**config.mk**
```make
export PLATFORM = sky130hd
export DESIGN_NAME = serial_subtractor_flat
export DESIGN_NICKNAME = d
export VERILOG_FILES = /design/src/rtl/serial_subtractor_if.sv /design/src/rtl/serial_subtractor.sv /design/src/flat_wrapper.sv
export SDC_FILE = /design/constraint.sdc
export NUM_CORES = 1
export LEC_CHECK = 0
export ABC_AREA = 1
export CAP_MARGIN = 20
export CORE_UTILIZATION = 54
export CTS_BUF_LIST = sky130_fd_sc_hd__clkbuf_8
export DETAILED_ROUTE_END_ITERATION = 7
export PLACE_DENSITY = 0.81
export SYNTH_ARGS = -nofsm -noshare
export SYNTH_HDL_FRONTEND = slang
export SYNTH_SLANG_ARGS = --single-unit
```
**constraint.sdc**
```tcl
create_clock -name clk -period 1.5 [get_ports clk]
set_input_delay 0.225 -clock clk [delete_from_list [all_inputs] [get_ports clk]]
set_output_delay 0.225 -clock clk [all_outputs]
set_load 0.1 [all_outputs]
```
**src/rtl/serial_subtractor_if.sv**
```systemverilog
// Operand/result bundle for the bit-serial subtractor.
// The ovf signal exists only when SERIAL_SUB_OVF_EN is defined.
interface serial_subtractor_if #(
  parameter int WIDTH = 8
);
  logic             start;
  logic [WIDTH-1:0] a;
  logic [WIDTH-1:0] b;
  logic             busy;
  logic             done;
  logic [WIDTH-1:0] diff;
  logic             bout;
  logic             zero;
`ifdef SERIAL_SUB_OVF_EN
  logic             ovf;
`endif

  modport master (
    output start, a, b,
`ifdef SERIAL_SUB_OVF_EN
    input  ovf,
`endif
    input  busy, done, diff, bout, zero
  );

  modport slave (
    input  start, a, b,
`ifdef SERIAL_SUB_OVF_EN
    output ovf,
`endif
    output busy, done, diff, bout, zero
  );
endinterface

```
**src/rtl/serial_subtractor.sv**
```systemverilog
// Bit-serial DIFF = A - B, LSB first, one difference/borrow cell per clock.
// Optional signed-overflow flag enabled by defining SERIAL_SUB_OVF_EN.
//
// state | meaning
// IDLE  | waiting for start; operands captured when start is high
// SHIFT | one bit per cycle through the difference/borrow cell
// DONE  | one-cycle done pulse, results already registered
module serial_subtractor #(
  parameter int WIDTH = 8
) (
  input logic               clk,
  input logic               rst_n,
  serial_subtractor_if.slave bus
);
  localparam int CW = (WIDTH > 2) ? $clog2(WIDTH) : 1;

  typedef enum logic [1:0] {IDLE, SHIFT, DONE} state_t;

  state_t           state_q, state_d;
  logic [WIDTH-1:0] sa_q, sb_q, res_q, diff_q;
  logic [CW-1:0]    cnt_q;
  logic             borrow_q, bout_q, zero_q, done_q, busy_q;
  logic             x, y, d, borrow_nxt, last;
  logic [WIDTH-1:0] res_nxt;
`ifdef SERIAL_SUB_OVF_EN
  logic             ovf_q;
`endif

  always_comb begin
    x          = sa_q[0];
    y          = sb_q[0];
    d          = x ^ y ^ borrow_q;
    borrow_nxt = (~x & y) | (~(x ^ y) & borrow_q);
    res_nxt    = {d, res_q[WIDTH-1:1]};
    last       = (cnt_q == CW'(WIDTH - 1));
  end

  always_ff @(posedge clk or negedge rst_n) begin
    if (!rst_n) state_q <= IDLE;
    else        state_q <= state_d;
  end

  always_comb begin
    state_d = state_q;
    case (state_q)
      IDLE:    if (bus.start) state_d = SHIFT;
      SHIFT:   if (last) state_d = DONE;
      DONE:    state_d = IDLE;
      default: state_d = IDLE;
    endcase
  end

  always_ff @(posedge clk or negedge rst_n) begin
    if (!rst_n) begin
      sa_q     <= '0;
      sb_q     <= '0;
      res_q    <= '0;
      cnt_q    <= '0;
      borrow_q <= 1'b0;
      diff_q   <= '0;
      bout_q   <= 1'b0;
      zero_q   <= 1'b0;
      done_q   <= 1'b0;
      busy_q   <= 1'b0;
`ifdef SERIAL_SUB_OVF_EN
      ovf_q    <= 1'b0;
`endif
    end else begin
      done_q <= (state_q == SHIFT) && last;
      busy_q <= (state_d != IDLE);
      case (state_q)
        IDLE: begin
          if (bus.start) begin
            sa_q     <= bus.a;
            sb_q     <= bus.b;
            res_q    <= '0;
            cnt_q    <= '0;
            borrow_q <= 1'b0;
          end
        end
        SHIFT: begin
          sa_q     <= sa_q >> 1;
          sb_q     <= sb_q >> 1;
          res_q    <= res_nxt;
          borrow_q <= borrow_nxt;
          cnt_q    <= cnt_q + 1'b1;
          // Visible results change only here, so they hold through the next op.
          if (last) begin
            diff_q <= res_nxt;
            bout_q <= borrow_nxt;
            zero_q <= (res_nxt == '0);
`ifdef SERIAL_SUB_OVF_EN
            ovf_q  <= (x ^ y) & (x ^ d);
`endif
          end
        end
        default: ;
      endcase
    end
  end

  assign bus.busy = busy_q;
  assign bus.done = done_q;
  assign bus.diff = diff_q;
  assign bus.bout = bout_q;
  assign bus.zero = zero_q;
`ifdef SERIAL_SUB_OVF_EN
  assign bus.ovf  = ovf_q;
`endif
endmodule
```
**src/flat_wrapper.sv**
```systemverilog
// flat-port wrapper written by rule: the top's interface ports become plain ports
module serial_subtractor_flat 
#(
  parameter int WIDTH = 8
)
  (clk, rst_n, bus_start, bus_a, bus_b, bus_busy, bus_done, bus_diff, bus_bout, bus_zero);
  serial_subtractor_if #(.WIDTH(WIDTH)) bus_i ();
  input logic clk;
  input logic rst_n;
  input wire logic [$bits(bus_i.start)-1:0] bus_start;
  input wire logic [$bits(bus_i.a)-1:0] bus_a;
  input wire logic [$bits(bus_i.b)-1:0] bus_b;
  output wire logic [$bits(bus_i.busy)-1:0] bus_busy;
  output wire logic [$bits(bus_i.done)-1:0] bus_done;
  output wire logic [$bits(bus_i.diff)-1:0] bus_diff;
  output wire logic [$bits(bus_i.bout)-1:0] bus_bout;
  output wire logic [$bits(bus_i.zero)-1:0] bus_zero;
  assign bus_i.start = bus_start;
  assign bus_i.a = bus_a;
  assign bus_i.b = bus_b;
  assign bus_busy = bus_i.busy;
  assign bus_done = bus_i.done;
  assign bus_diff = bus_i.diff;
  assign bus_bout = bus_i.bout;
  assign bus_zero = bus_i.zero;
  serial_subtractor #(.WIDTH(WIDTH)) u_core (.clk(clk), .rst_n(rst_n), .bus(bus_i));
endmodule
```
# Word level (Yosys, flattened, before mapping)

Cells that the tools add are included.

Register bits: 42
ROM bits: 0
Memory bits (writable): 0
Logic and storage cells: 42
Bits in latches: 0
Output and inout bits: 12
Input bits: 19
Memories: 0

$add $sub $neg: 1
$mul: 0
Reductions and logical operators: 7
Shifts and indexed selects: 0
Equal/unequal tests: 3
Div/mod/pow operators: 0
Bitwise logic cells: 7
Muxes and demuxes: 13
Magnitude comparators: 0

Operator list:

| kind                                                 | count |
|---|---|
| case mux 8 bit (2 select lines)                      | 3 |
| 2-to-1 mux 8 bit                                     | 3 |
| zero test 8 bit                                      | 1 |
| case mux 3 bit (2 select lines)                      | 1 |
| 2-to-1 mux 2 bit                                     | 2 |
| case mux 2 bit (2 select lines)                      | 1 |
| AND reduction 2 bit                                  | 2 |
| nonzero test 2 bit                                   | 2 |
| adder 3 x 1 -> 3 bit (second input constant)         | 1 |
| equality test 3 bit (second input constant)          | 1 |
| 2-to-1 mux 3 bit                                     | 1 |
| bitwise AND 1 bit                                    | 2 |
| equality test 2 x 1 -> 1 bit (second input constant) | 1 |
| zero test 2 bit                                      | 1 |
| != test 2 bit (second input constant)                | 1 |
| inverter 1 bit                                       | 2 |
| case mux 1 bit (2 select lines)                      | 1 |
| bitwise XOR 1 bit                                    | 2 |
| logical AND 1 bit                                    | 1 |
| 2-to-1 mux 1 bit                                     | 1 |
| bitwise OR 1 bit                                     | 1 |

# Logic depth before layout (Yosys ltp)

Gate-level depths: netlist of run 1.

Depth after elaboration: 5
Depth in mapped cells: 7
Depth with buffers taken out: 7

# Worst setup path after synthesis of run 1

No wires, ideal clock.

Path type: register to register
From: register u_core.sb_q[0]
To: register u_core.zero_q, in the netlist u_core.bus.zero
Buffers on the path: 0
Setup time: 0.120 ns
Setup slack: 0.264 ns
Period minus slack after synthesis: 1.236 ns
Data arrival time: 1.116 ns
Data required time: 1.380 ns
Cell stages (with the launch flop): 8
Path through: dfrtp_1 inv_1 fa_1 nor2_1 nand2_1 nor2_1 nand2_1 nand2_1

Word-level cells in the longest chain between the ends: 3

Ends and longest elaborated chain:

| item                            | line                    | text |
|---|---|---|
| start: declaration              | serial_subtractor.sv:20 | `logic [WIDTH-1:0] sa_q, sb_q, res_q, diff_q;` |
| start signal: assignment        | serial_subtractor.sv:75 | `sb_q <= bus.b;` |
| start signal: assignment        | serial_subtractor.sv:83 | `sb_q <= sb_q >> 1;` |
| bitwise XOR 1 bit (2 in series) | serial_subtractor.sv:32 | `d = x ^ y ^ borrow_q;` |
| net u_core.d                    | serial_subtractor.sv:23 | `logic x, y, d, borrow_nxt, last;` |
| zero test 8 bit                 | serial_subtractor.sv:91 | `zero_q <= (res_nxt == '0);` |
| end signal: assignment          | serial_subtractor.sv:91 |  |
| end: declaration                | serial_subtractor.sv:22 | `logic borrow_q, bout_q, zero_q, done_q, busy_q;` |

The timed path passes the listed nets, and every way through them passes these cells.
A chain may end at the register's enable or synchronous reset.

# Final worst setup path of run 1

Same ends and word-level chain as after synthesis.

==> flow_summary_export.csv, run 1 <==
group,metric,value,unit
run_status,status,"completed",
timing,tns,0,ns
clock_tree,cts_tree,"done",
grt,grt.total_usage,23.3,%
worst_setup_path,start_kind,"flip-flop",
clock_tree,cts_root_buf,"clkbuf_8",
layout,drive_above_1_share,12.9,%
floorplanning,die_w,60.7,um
routing,vias_per_cell,5.06,
yosys,synth.distinct_cells,17,
grt,grt_pass1_vias,1408,
worst_setup_path,reg2reg_depth,7,
layout,regArea,1030,sq um
timing,worst_pin_slew,0.424,ns
yosys,ys_warn_count,0,
floorplanning,io_pins,31,
worst_setup_path,r2r-start,"u_core.sb_q[0]$_DFFE_PN0P_",
worst_setup_path,worst-endpoint-arrival,1.62,ns
clock_tree,numCtsBuffers,5,
power_and_ir_drop,leakage,0.00130,uW
power_and_ir_drop,power,6130,uW
yosys,yosysSeqAreaShare,55.1,%
clock_tree,cts_setup_buffers,0,
layout,area_growth,32.3,%
clock_tree,cts_max_path_buffers,2,
clock_tree,clk_latency,0.29,ns
yosys,syn_inst,219,
floorplanning,start_util,59.0,%
floorplanning,rows,20,
timing,min_period,1.39,ns
layout,fin_nets,277,
worst_setup_path,crit_end,"u_core.bus.zero$_DFFE_PN0P_",
clock_tree,clk_pin_slew,0.08,ns
grt,antenna_found_initial,0,
yosys,synth_top_area_share,55.1,%
floorplanning,die_area,3680,sq um
routing,drtIter0Drc,76,
layout,n_antenna_cell,0,
worst_setup_path,worstPathRequired,1.73,ns
timing,setup_slack,0.111,ns
timing,setup_violations,0,
worst_setup_path,end_kind,"flip-flop",
hold_path,min_path_type,"input port to async pin",
yosys,synthFlopType,"dfrtp_1",
worst_setup_path,worst-path-max-fanout,2,
worst_setup_path,critPathKind,"flip-flop to flip-flop",
yosys,synth-edff-count,0,
routing,postRouteAntennaNets,0,
grt,grt_pass1_wl,6080,um
timing,hold_viol_final,0,
yosys,ys_ff_latch,41,
worst_setup_path,r2r_end,"u_core.bus.zero$_DFFE_PN0P_",
yosys,yosys.area.top_type,"dfrtp_1",
timing,clock_skew,0.00632,ns
timing,finalCritPeriodShare,92.6,%
grt,grt_max_degree,25,
floorplanning,dieHeight,60.7,um
worst_setup_path,crit_start,"u_core.sb_q[0]$_DFFE_PN0P_",
layout,fillers,233,
yosys,ys_top_cells_by_area,"dfrtp_1 (55%), nand2_1 (13%), nand3_1 (8.3%), inv_1 (7.9%), o22ai_1 (2.7%)",
flow_run,max_cap_viol_count,0,
timing,max_freq,720,MHz
routing,drt_wl_total,3550,um
clock_tree,cts_sinks,41,
worst_setup_path,r2r_slack,0.11,ns
routing,wl_per_cell,11.9,um
power_and_ir_drop,vdd_drop_max,1.21,mV
timing,relSlewSlack,71.7,%
yosys,syn_area,1860,sq um
place,place.gp.congestion,0.764,
floorplanning,core_area,3150,sq um
layout,multiInputGateArea,594,sq um
routing,drc,0,
yosys,synth-async-reset-ratio,100,%
clock_tree,htreeDepth,2,
timing,rsz0062_at_grt,"false",
place,port_buffers,30,
place,place_ws,0.105,ns
routing,drt-pass1-iter-count,4,
place,dpl.hpwl,2470,um
timing,holdWs,0.391,ns
timing,maxSlewViolCount,0,
routing,routed-via-count,1512,
power_and_ir_drop,power_density,2490,nW/um^2
yosys,yosysMostFrequentCell,"nand2_1",
yosys,synth_common_cells,"nand2_1 (63), dfrtp_1 (41), inv_1 (39)",
yosys,postSynthAreaPerCell,8.50,sq um
grt,overflow,0,
yosys,syn_nets,241,
[per-layer routing]
metal  GRT usage (%)  up-vias  wire length (um)
met5               0        -                 0
li1                -      749                 -
met4            12.3        0                91
met3            5.97       11               188
met2            40.2       54              1790
met1            26.8      698              1480
[state kept, by name, indices dropped and copies added, names as in the netlist]
signal	flops
u_core.bus.diff	8
u_core.sa_q	8
u_core.sb_q	8
u_core.res_q	7
u_core.cnt_q	3
u_core.state_q	2
u_core.borrow_q	1
u_core.bus.bout	1
u_core.bus.busy	1
u_core.bus.done	1
u_core.bus.zero	1
[final cells by class]
type                            instances  share of cell area, %
Clock buffer                            5                   2.79
Clock inverter                          2                   1.42
Inverter                               40                   6.20
Multi-Input combinational cell        127                   24.1
Sequential cell                        41                   41.7
Tap cell                               44                   2.24
Timing Repair Buffer                   40                   21.5
[logic make-up after synthesis]
| family | share of synthesized area, % |
|---|---|
| AND/OR/NAND/NOR | 23.5 |
| buffers and inverters | 12.9 |
| flip-flops | 55.1 |
| AO/OA/AOI/OAI | 6.05 |
| adder cells (fa/ha/maj) | 2.42 |
[cell usage in the layout, fill, tap and decap left out, drive strengths merged]
cell type,synthesis,layout
dfrtp,41,41
a22oi,1,1
nand2,66,66
o22ai,8,8
clkdlybuf4s50,0,17
nor2,7,7
nand3,31,31
o21ai,10,10
buf,11,22
inv,40,40
dlygate4sd3,0,1
fa,1,1
bufinv,0,1
a21oi,1,1
ha,2,2
clkbuf,0,5
clkinv,0,1
[through the flow]
step / cells / instance area [sq um] / util, %
after global routing: 299 / 2460 / 78.1
after floorplan: 219 / 1860 / -
after CTS: 299 / 2460 / 78.1
final: 299 / 2460 / 78.1
after global placement: 291 / 2350 / 74.5
after detailed placement: 291 / 2350 / 74.5
[where the power goes]
part / switching, uW / internal (uW)
registers: 334 / 1600
logic: 2130 / 1220
clock network: 368 / 484
[timing repair]
action                                 in CTS  in global routing
gates resized for setup                     0                  0
hold buffers                                1                  0
endpoints found under the hold margin      17                  0
[worst max-delay path, cell delays in order, from the launching register on]
cell and delay (ns):
dfrtp_1 0.36, inv_1 0.07, fa_1 0.49, nor2_1 0.10, nand2_1 0.06, nor2_1 0.11
nand2_1 0.06, nand2_1 0.08
[worst min-delay path by stage]
| stage | to | slack, ns | cells after the start |
|---|---|---|---|
| 2_1_floorplan | u_core.borrow_q$_DFFE_PN0P_ | -0.07 | 0 |
| 3_3_place_gp | u_core.bus.diff[5]$_DFFE_PN0P_ | 0.19 | 1 |
| 3_5_place_dp | u_core.bus.diff[5]$_DFFE_PN0P_ | 0.18 | 1 |
| 4_1_cts | u_core.bus.diff[2]$_DFFE_PN0P_ | 0.40 | 2 |
| 5_1_grt | u_core.bus.diff[5]$_DFFE_PN0P_ | 0.44 | 2 |
| 6_report | u_core.bus.diff[5]$_DFFE_PN0P_ | 0.39 | 2 |
Note: power is estimated with default switching activity, not from simulation.
==> run 2: changes to the inputs <==
--- a/config.mk
+++ b/config.mk
@@ -7,8 +7,10 @@
 export LEC_CHECK = 0
 export ABC_AREA = 1
 export CAP_MARGIN = 20
+export CORE_MARGIN = 8
 export CORE_UTILIZATION = 54
 export CTS_BUF_LIST = sky130_fd_sc_hd__clkbuf_8
+export CTS_CLUSTER_DIAMETER = 40
 export DETAILED_ROUTE_END_ITERATION = 7
 export PLACE_DENSITY = 0.81
 export SYNTH_ARGS = -nofsm -noshare
==> run 2 against run 1 <==
Clock power fell by 17%. Sequential share of layout area grew 0.21 points. Final area fell by 0.51%. Setup slack improved by 0.011 ns. Total power decreased by 2.3%. Sequential cell count unchanged. Sequential power about the same. Clock skew fell by 0.0017 ns. First-iteration DRC count increased by 3.9%. Combinational power about the same. Clock-buffer cell count grew 1.
==> flow_summary_export.csv, run 2 (same netlist as run 1, synthesis figures left out) <==
group,metric,value,unit
timing,finalCritPeriodShare,91.9,%
layout,design_area,2450,sq um
worst_setup_path,r2r_end,"u_core.bus.zero$_DFFE_PN0P_",
worst_setup_path,worstPathRequired,1.73,ns
timing,maxSlewViolCount,0,
clock_tree,cts_root_buf,"clkbuf_8",
flow_run,max_cap_viol_count,0,
floorplanning,die_w,74.7,um
routing,drt_wl_total,3660,um
power_and_ir_drop,power_density,2450,nW/um^2
worst_setup_path,end_kind,"flip-flop",
clock_tree,clk_latency,0.29,ns
worst_setup_path,r2r-start,"u_core.borrow_q$_DFFE_PN0P_",
timing,min_period,1.38,ns
worst_setup_path,worst-path-max-fanout,2,
routing,postRouteAntennaNets,0,
power_and_ir_drop,power,5990,uW
grt,grt_max_degree,42,
grt,grt.total_usage,14.8,%
timing,setup_violations,0,
timing,hold_viol_final,0,
worst_setup_path,r2r_slack,0.12,ns
clock_tree,clk_pin_slew,0.07,ns
worst_setup_path,reg2reg_depth,7,
timing,clock_skew,0.00458,ns
floorplanning,core_area,3310,sq um
layout,drive_above_1_share,13.2,%
clock_tree,htreeDepth,2,
routing,vias_per_cell,4.97,
grt,antenna_found_initial,0,
layout,fin_nets,279,
routing,drt-pass1-iter-count,4,
floorplanning,dieHeight,74.7,um
worst_setup_path,critPathKind,"flip-flop to flip-flop",
layout,layout_common_cells,"nand2_1 (63), dfrtp_1 (41), inv_1 (40)",
place,port_buffers,30,
clock_tree,post_cts_resize_count,0,
power_and_ir_drop,leakage,0.00130,uW
grt,grt_pass1_wl,6330,um
layout,final_common_cell,"nand2_1",
timing,worst_pin_slew,0.241,ns
clock_tree,cts_sinks,41,
floorplanning,io_pins,31,
timing,relSlewSlack,83.8,%
hold_path,min_path_type,"input port to async pin",
place,placed_area,2350,sq um
timing,max_freq,726,MHz
layout,fin_util,74.0,%
timing,holdWs,0.434,ns
routing,drc,0,
floorplanning,start_util,56.2,%
routing,drtIter0Drc,79,
floorplanning,rows,21,
clock_tree,numCtsBuffers,5,
worst_setup_path,start_kind,"flip-flop",
routing,wl_per_cell,12.1,um
clock_tree,cts_tree,"done",
timing,rsz0062_at_grt,"false",
grt,overflow,0,
worst_setup_path,worst-endpoint-arrival,1.61,ns
timing,tns,0,ns
power_and_ir_drop,vdd_drop_max,1.28,mV
layout,n_antenna_cell,0,
layout,fillers,262,
floorplanning,die_area,5580,sq um
routing,routed-via-count,1507,
place,dpl.hpwl,2610,um
grt,grt_pass1_vias,1506,
place,place.gp.congestion,0.790,
run_status,status,"completed",
layout,area_growth,31.7,%
clock_tree,cts_max_path_buffers,2,
-- run 2: final cells by class --
type | instances | area [sq um] | share of cell area (%)
sequential | 41 | 1030 | 41.9
multi-input combinational | 127 | 594 | 24.3
timing repair buffer | 42 | 533 | 21.8
inverter | 40 | 153 | 6.23
clock buffer | 6 | 82.6 | 3.37
tap | 46 | 57.6 | 2.35
clock inverter | 1 | 3.75 | 0.153
-- run 2: report_power, final --
group / switching, uW / internal (uW)
clock: 351 / 358
sequential: 329 / 1600
combinational: 2130 / 1230
-- run 2: critical path, cell delays in order (launching register included) --
cell	delay, ns
dfrtp_1	0.33
inv_1	0.07
fa_1	0.51
nor2_1	0.15
nand2_1	0.06
nor2_1	0.10
nand2_1	0.05
nand2_1	0.05
-- run 2: worst max-delay path by stage --
stage	from	endpoint	cells after the start
2_1_floorplan	u_core.sb_q[0]$_DFFE_PN0P_	u_core.bus.zero$_DFFE_PN0P_	7
3_3_place_gp	bus_start	u_core.sb_q[3]$_DFFE_PN0P_	6
3_5_place_dp	bus_start	u_core.sb_q[3]$_DFFE_PN0P_	6
4_1_cts	u_core.sb_q[0]$_DFFE_PN0P_	u_core.bus.zero$_DFFE_PN0P_	7
5_1_grt	u_core.borrow_q$_DFFE_PN0P_	u_core.bus.zero$_DFFE_PN0P_	7
6_report	u_core.borrow_q$_DFFE_PN0P_	u_core.bus.zero$_DFFE_PN0P_	7
-- run 2: repair_timing --
action | in CTS | in global routing
hold endpoints to repair | 41 | 0
setup endpoints to repair | 0 | 1
hold buffers | 1 | 0
buffers inserted | 0 | 1
-- run 2: routing by layer --
layer | vias up | GRT usage (%) | part of all wire, %
met5 | - | 0 | 0
met2 | 43 | 23.7 | 49
met1 | 709 | 16.8 | 43
met3 | 11 | 4.66 | 5.9
li1 | 744 | - | -
met4 | 0 | 9.35 | 2.4
-- run 2: per-stage QoR --
stage               worst slack (ns)  cells
finish                         0.122    303
global route                 0.00316    303
global placement               0.192    294
floorplan                      0.264    219
CTS                            0.150    302
detailed placement             0.164    294
